**config.mk**
```make
export PLATFORM = sky130hd
export DESIGN_NAME = uart_tx_ctrl
export DESIGN_NICKNAME = d
export VERILOG_FILES = /design/src/rtl/uart_tx_ctrl.sv
export SDC_FILE = /design/constraint.sdc
export NUM_CORES = 1
export LEC_CHECK = 0
export ABC_CLOCK_PERIOD_IN_PS = 4300
export BUFFER_PORTS_ARGS = -buffer_cell sky130_fd_sc_hd__buf_2
export CORE_UTILIZATION = 42
export DETAILED_ROUTE_END_ITERATION = 7
export GPL_TIMING_DRIVEN = 0
export PLACE_DENSITY = 0.69
export SLEW_MARGIN = 10
export SYNTH_ARGS = -nofsm -noshare
export SYNTH_HDL_FRONTEND = slang
export SYNTH_SLANG_ARGS = --single-unit
export TNS_END_PERCENT = 50
```
**constraint.sdc**
```tcl
create_clock -name CLK -period 4.3 [get_ports CLK]
set_input_delay 0 -clock CLK [delete_from_list [all_inputs] [get_ports CLK]]
set_output_delay 0 -clock CLK [all_outputs]
set_load 0.05 [all_outputs]
```
**src/rtl/uart_tx_ctrl.sv**
```systemverilog
// UART transmit frame controller: accepts a byte, then sequences start, data
// (via the external serializer), optional parity and stop bits onto TX_OUT.
module uart_tx_ctrl #(
  parameter int unsigned DATA_WIDTH = 8
) (
  input  logic                  CLK,
  input  logic                  RST,
  input  logic [DATA_WIDTH-1:0] P_DATA,
  input  logic                  DATA_VALID,
  input  logic                  PAR_EN,
  input  logic                  PAR_TYP,
  input  logic                  ser_data,
  input  logic                  ser_done,
  output logic                  ser_en,
  output logic [DATA_WIDTH-1:0] ser_p_data,
  output logic                  TX_OUT,
  output logic                  Busy
);

  localparam int unsigned StateW = 3;

  typedef enum logic [StateW-1:0] {
    IDLE   = 3'd0,
    START  = 3'd1,
    DATA   = 3'd2,
    PARITY = 3'd3,
    STOP   = 3'd4
  } state_e;

  state_e                state_q, state_d;
  logic [DATA_WIDTH-1:0] word_q, word_d;
  logic                  par_en_q, par_en_d;
  logic                  par_typ_q, par_typ_d;
  logic                  tx_q, tx_d;
  logic                  busy_q, busy_d;
  logic                  par_bit;

  // Parity always comes from the latched word so mid-frame input changes are harmless.
  assign par_bit = (^word_q) ^ par_typ_q;

  always_ff @(posedge CLK or negedge RST) begin
    if (!RST) begin
      state_q   <= IDLE;
      word_q    <= '0;
      par_en_q  <= 1'b0;
      par_typ_q <= 1'b0;
      tx_q      <= 1'b1;
      busy_q    <= 1'b0;
    end else begin
      state_q   <= state_d;
      word_q    <= word_d;
      par_en_q  <= par_en_d;
      par_typ_q <= par_typ_d;
      tx_q      <= tx_d;
      busy_q    <= busy_d;
    end
  end

  always_comb begin
    state_d   = state_q;
    word_d    = word_q;
    par_en_d  = par_en_q;
    par_typ_d = par_typ_q;
    tx_d      = 1'b1;
    busy_d    = (state_q != IDLE);
    ser_en    = 1'b0;
    case (state_q)
      IDLE: begin
        if (DATA_VALID) begin
          word_d    = P_DATA;
          par_en_d  = PAR_EN;
          par_typ_d = PAR_TYP;
          state_d   = START;
        end
      end
      START: begin
        tx_d    = 1'b0;
        state_d = DATA;
      end
      DATA: begin
        ser_en = 1'b1;
        tx_d   = ser_data;
        // No local bit counter: the serializer flags its last bit.
        if (ser_done) begin
          state_d = par_en_q ? PARITY : STOP;
        end
      end
      PARITY: begin
        tx_d    = par_bit;
        state_d = STOP;
      end
      STOP: begin
        state_d = IDLE;
      end
      default: begin
        state_d = IDLE;
      end
    endcase
  end

  assign ser_p_data = word_q;
  assign TX_OUT     = tx_q;
  assign Busy       = busy_q;

endmodule

```
# After elaboration in Yosys (flattened, before gate mapping)
# Cells that the tools add are included.
[classes]
eq_ne = 5
mux = 6
n_reduce_logical = 5
n_bitwise = 1
[op_table]
columns = ["operator", "n"]
rows = [
  ["3-bit one-hot mux with 4 select lines", 1],
  ["3-bit 2-to-1 mux", 3],
  ["8-bit parity", 1],
  ["3-bit by 2-bit == test with 1-bit output, second input constant", 2],
  ["2-bit inequality test, second input constant", 2],
  ["2-bit AND reduction", 2],
  ["3-bit by 1-bit == test with 1-bit output, second input constant", 1],
  ["3-bit zero test", 1],
  ["1-bit one-hot mux with 3 select lines", 1],
  ["3-bit nonzero test", 1],
  ["1-bit 2-to-1 mux", 1],
  ["1-bit bitwise XOR", 1],
]
[totals]
out_inout_bits = 11
regBits = 15

# Depth between registers and ports, before layout
[depth]
ltp_word = 3
mapped_depth = 6
mapped_depth_nobuf = 4

# Least setup slack after synthesis
# Ideal clock, no wire load.
[synth_path]
kind = "register to output"
startpoint = "reg state_q[0]"
endpoint = "out ser_en"
stages_incl_launch_ff = 3
arrival_time_ps = 1645
t_required_ps = 4300
slack_ps = 2655
path_buffers = 1
path_cell_list = "dfrtp_1 > buf_6 > nor3b_1"
[synth_via]
elab_chain_len = 2
[synth_rtl]
columns = ["item", "line", "text"]
rows = [
  ["start, declared", "30", "state_e state_q, state_d;"],
  ["start signal, assigned", "50", "state_q <= state_d;"],
  ["3-bit by 2-bit == test with 1-bit output", "67", "case (state_q)"],
  ["1-bit 2-to-1 mux", "67", ""],
  ["end, declared", "14", "output logic ser_en,"],
]
# Every way passes these cells.

# Worst setup path in the final report
[layout_path]
startpoint = "reg state_q[1]"
endpoint = "reg word_q[2] (netlist: ser_p_data[2])"
[layout_via]
elab_chain_len = 2
[layout_rtl]
columns = ["item", "line", "text"]
rows = [
  ["3-bit zero test", "67", ""],
  ["2-bit AND reduction (no line)", "n/a", ""],
  ["end signal, assigned", "51", "word_q <= word_d;"],
  ["end, declared", "31", "logic [DATA_WIDTH-1:0] word_q, word_d;"],
]
# Every way passes these cells.
# A chain may end at the register's enable or synchronous reset.

==> reports/metrics.cfg <==
[setup_path]
r2r_slack_ns=2.68
path_max_fanout=10
start_kind=flip-flop
r2r_start=state_q[1]$_DFFE_PN0P_
crit_type=reg2reg
critPathLaunch=state_q[1]$_DFFE_PN0P_
worstPathRequired_ns=4.47
cp.arrival_ns=1.79
critPathCaptureType=flip-flop

[clocking]
cts_resized=0
clkSinkCount=15
cts.path.max_buffers=2
worstSkewPairLatency_ns=0.28
htreeDepth=1
root_buffer=clkbuf_4
hold_buffers=11
cts-buffers-inserted=3
cts_tree=yes
path_clk_slew_ns=0.09
cts_setup_buffers=0

[final_layout]
areaGrowthSynthToFinish_pct=37.69
drive_gt1_share_pct=46.32
nNetsFinal=111
insertedDiodeCount=0
fillCellCount=132

[sta]
hold_ws_ns=0.05823
slew_headroom_pct=78.07
fmax_mhz=619.1
slew_violations=0
finalClockSkew_ns=0.001704
worst_pin_slew_ns=0.3290
hold_viol_final=0
tns_ns=0
period_minus_slack_ns=1.615
finalSetupViolCount=0
post-route-period-util_pct=37.57
rsz0062_at_grt=no

[detailed_routing]
viasPerCell=4.793
dr_wl_met2_um=623
wl_um=1366
drtAntennaViolNets=0
wl_met3_um=67
first_pass_iters=5
m1WireLength_um=636
drt_iter0_drc=9
drcViolationCount=0
vias=532
wire_per_inst_um=12.31
highest_layer=met4

[synth]
synthDistinctLibCells=23
mappedNetlistArea_um2=747.0
yosysWarnings=0
ys_seq_elements=15
seq_area_frac_synth_pct=50.42
syn-instance-count=55
syn_nets=70
post_synth.cell_area_avg_um2=13.58

[run_status]
status=completed

[global_routing]
grtUsageTotal_pct=17.05
antenna_found_initial=0
grt_pass1_vias=528
grt_max_degree=16
overflow=0
grt_pass1_wl_um=2277

[worst_hold_path]
hp-start=ser_done
min_path_type=in2reg

[die]
num_rows=14
die-area_um2=1951
die_h_um=44.17
start_util_pct=47.38
core_area_um2=1577
io_pins=26
chipWidth_um=44.17

[place]
dp_hpwl_um=884.7
io_buffer_count=25
place.gp.congestion=0.7044

[job]
cap_violations=0

[power]
power_density_nw_per_um2=911.5
power_leakage_nw=0.5035
peakVddDrop_mv=0.5679

[worst max-delay path, stage by stage (launching register included)]
cell     delay [ns]
dfrtp_1        0.37
buf_4          0.16
or3_4          0.38
nor2_4         0.13
buf_12         0.16
mux2_4         0.31
[power breakdown]
part	total [mW]	internal [mW]	switching [mW]
sequential	0.268	0.214	0.0541
combinational	0.589	0.261	0.328
clock	0.0805	0.0360	0.0445
[metrics by stage]
step                      setup slack, ns  std cells  power [mW]  util, %  area (um^2)
after detailed placement            2.694         96      0.8533    56.59        892.1
after CTS                           2.676        111      0.9445    65.24         1028
after global placement              2.718         96      0.8427    56.59        892.1
after global routing                2.634        111      0.9973    65.24         1028
after floorplan                     2.655         55      0.7527        -        747.0
final                               2.685        111      0.9375    65.24         1028
[flip-flops by register name (all words and copies together) (netlist names)]
signal      flops
par_en_q        1
ser_p_data      8
Busy            1
par_typ_q       1
TX_OUT          1
state_q         3
[cell usage after synthesis]
cell | instances | area, um^2
xnor3_1 | 1 | 22.52
xor2_1 | 2 | 17.52
dfstp_2 | 1 | 26.28
nor2_1 | 2 | 7.510
xnor2_1 | 3 | 26.28
or3_4 | 1 | 11.26
o21ai_0 | 2 | 10.01
buf_12 | 1 | 20.02
nand2_1 | 1 | 3.750
a21oi_1 | 2 | 10.01
nor2_4 | 1 | 11.26
nand3_1 | 2 | 10.01
nor3_1 | 1 | 5.000
nor3b_1 | 2 | 15.01
nand4b_1 | 1 | 8.760
mux2_2 | 2 | 22.52
mux2_4 | 8 | 120.1
o211ai_1 | 1 | 7.510
inv_1 | 4 | 15.01
dfrtp_1 | 14 | 350.3
o21a_1 | 1 | 7.510
buf_6 | 1 | 11.26
buf_4 | 1 | 7.510
[cell usage in the layout, fill, tap and decap left out, drive strengths merged, types with 3 or more instances in the layout]
| cell | count |
|---|---|
| buf | 28 |
| dfrtp | 14 |
| dlygate4sd3 | 11 |
| mux2 | 10 |
| inv | 4 |
| clkbuf | 4 |
| xnor2 | 3 |
| nor2 | 3 |
[area by class of cell]
| cell class | instances | area [um^2] | area share (%) |
|---|---|---|---|
| buffer | 3 | 38.79 | 3.771 |
| clock buffer | 4 | 26.28 | 2.555 |
| inverter | 4 | 15.01 | 1.460 |
| tap | 16 | 20.02 | 1.946 |
| sequential | 15 | 376.6 | 36.62 |
| multi-input combinational | 33 | 316.6 | 30.78 |
| timing repair buffer | 36 | 235.2 | 22.87 |
[logic make-up after synthesis]
logic type	share of synthesized area (%)
xor gates and xnor gates	8.879
DFF	50.42
muxes	19.10
AOI/OAI and AO/OA	4.691
buffers and inverters	7.202
and+or+nand+nor	9.714
[per-layer routing]
metal,vias to the layer above,GRT usage [%]
li1,265,-
met2,22,27.94
met1,240,19.41
met3,5,4.898
met4,0,10.91
met5,-,0
[worst paths after layout]
path | to | cells past startpoint
max | ser_p_data[2]$_DFFE_PN0P_ | 5
min | state_q[2]$_DFFE_PN0P_ | 3
max reg2reg | ser_p_data[2]$_DFFE_PN0P_ | 5
min reg2reg | state_q[1]$_DFFE_PN0P_ | 1
max in group asynchronous | TX_OUT$_DFF_PN1_ | 2
min in group asynchronous | ser_p_data[6]$_DFFE_PN0P_ | 2
(Power assumes the default switching activity.)
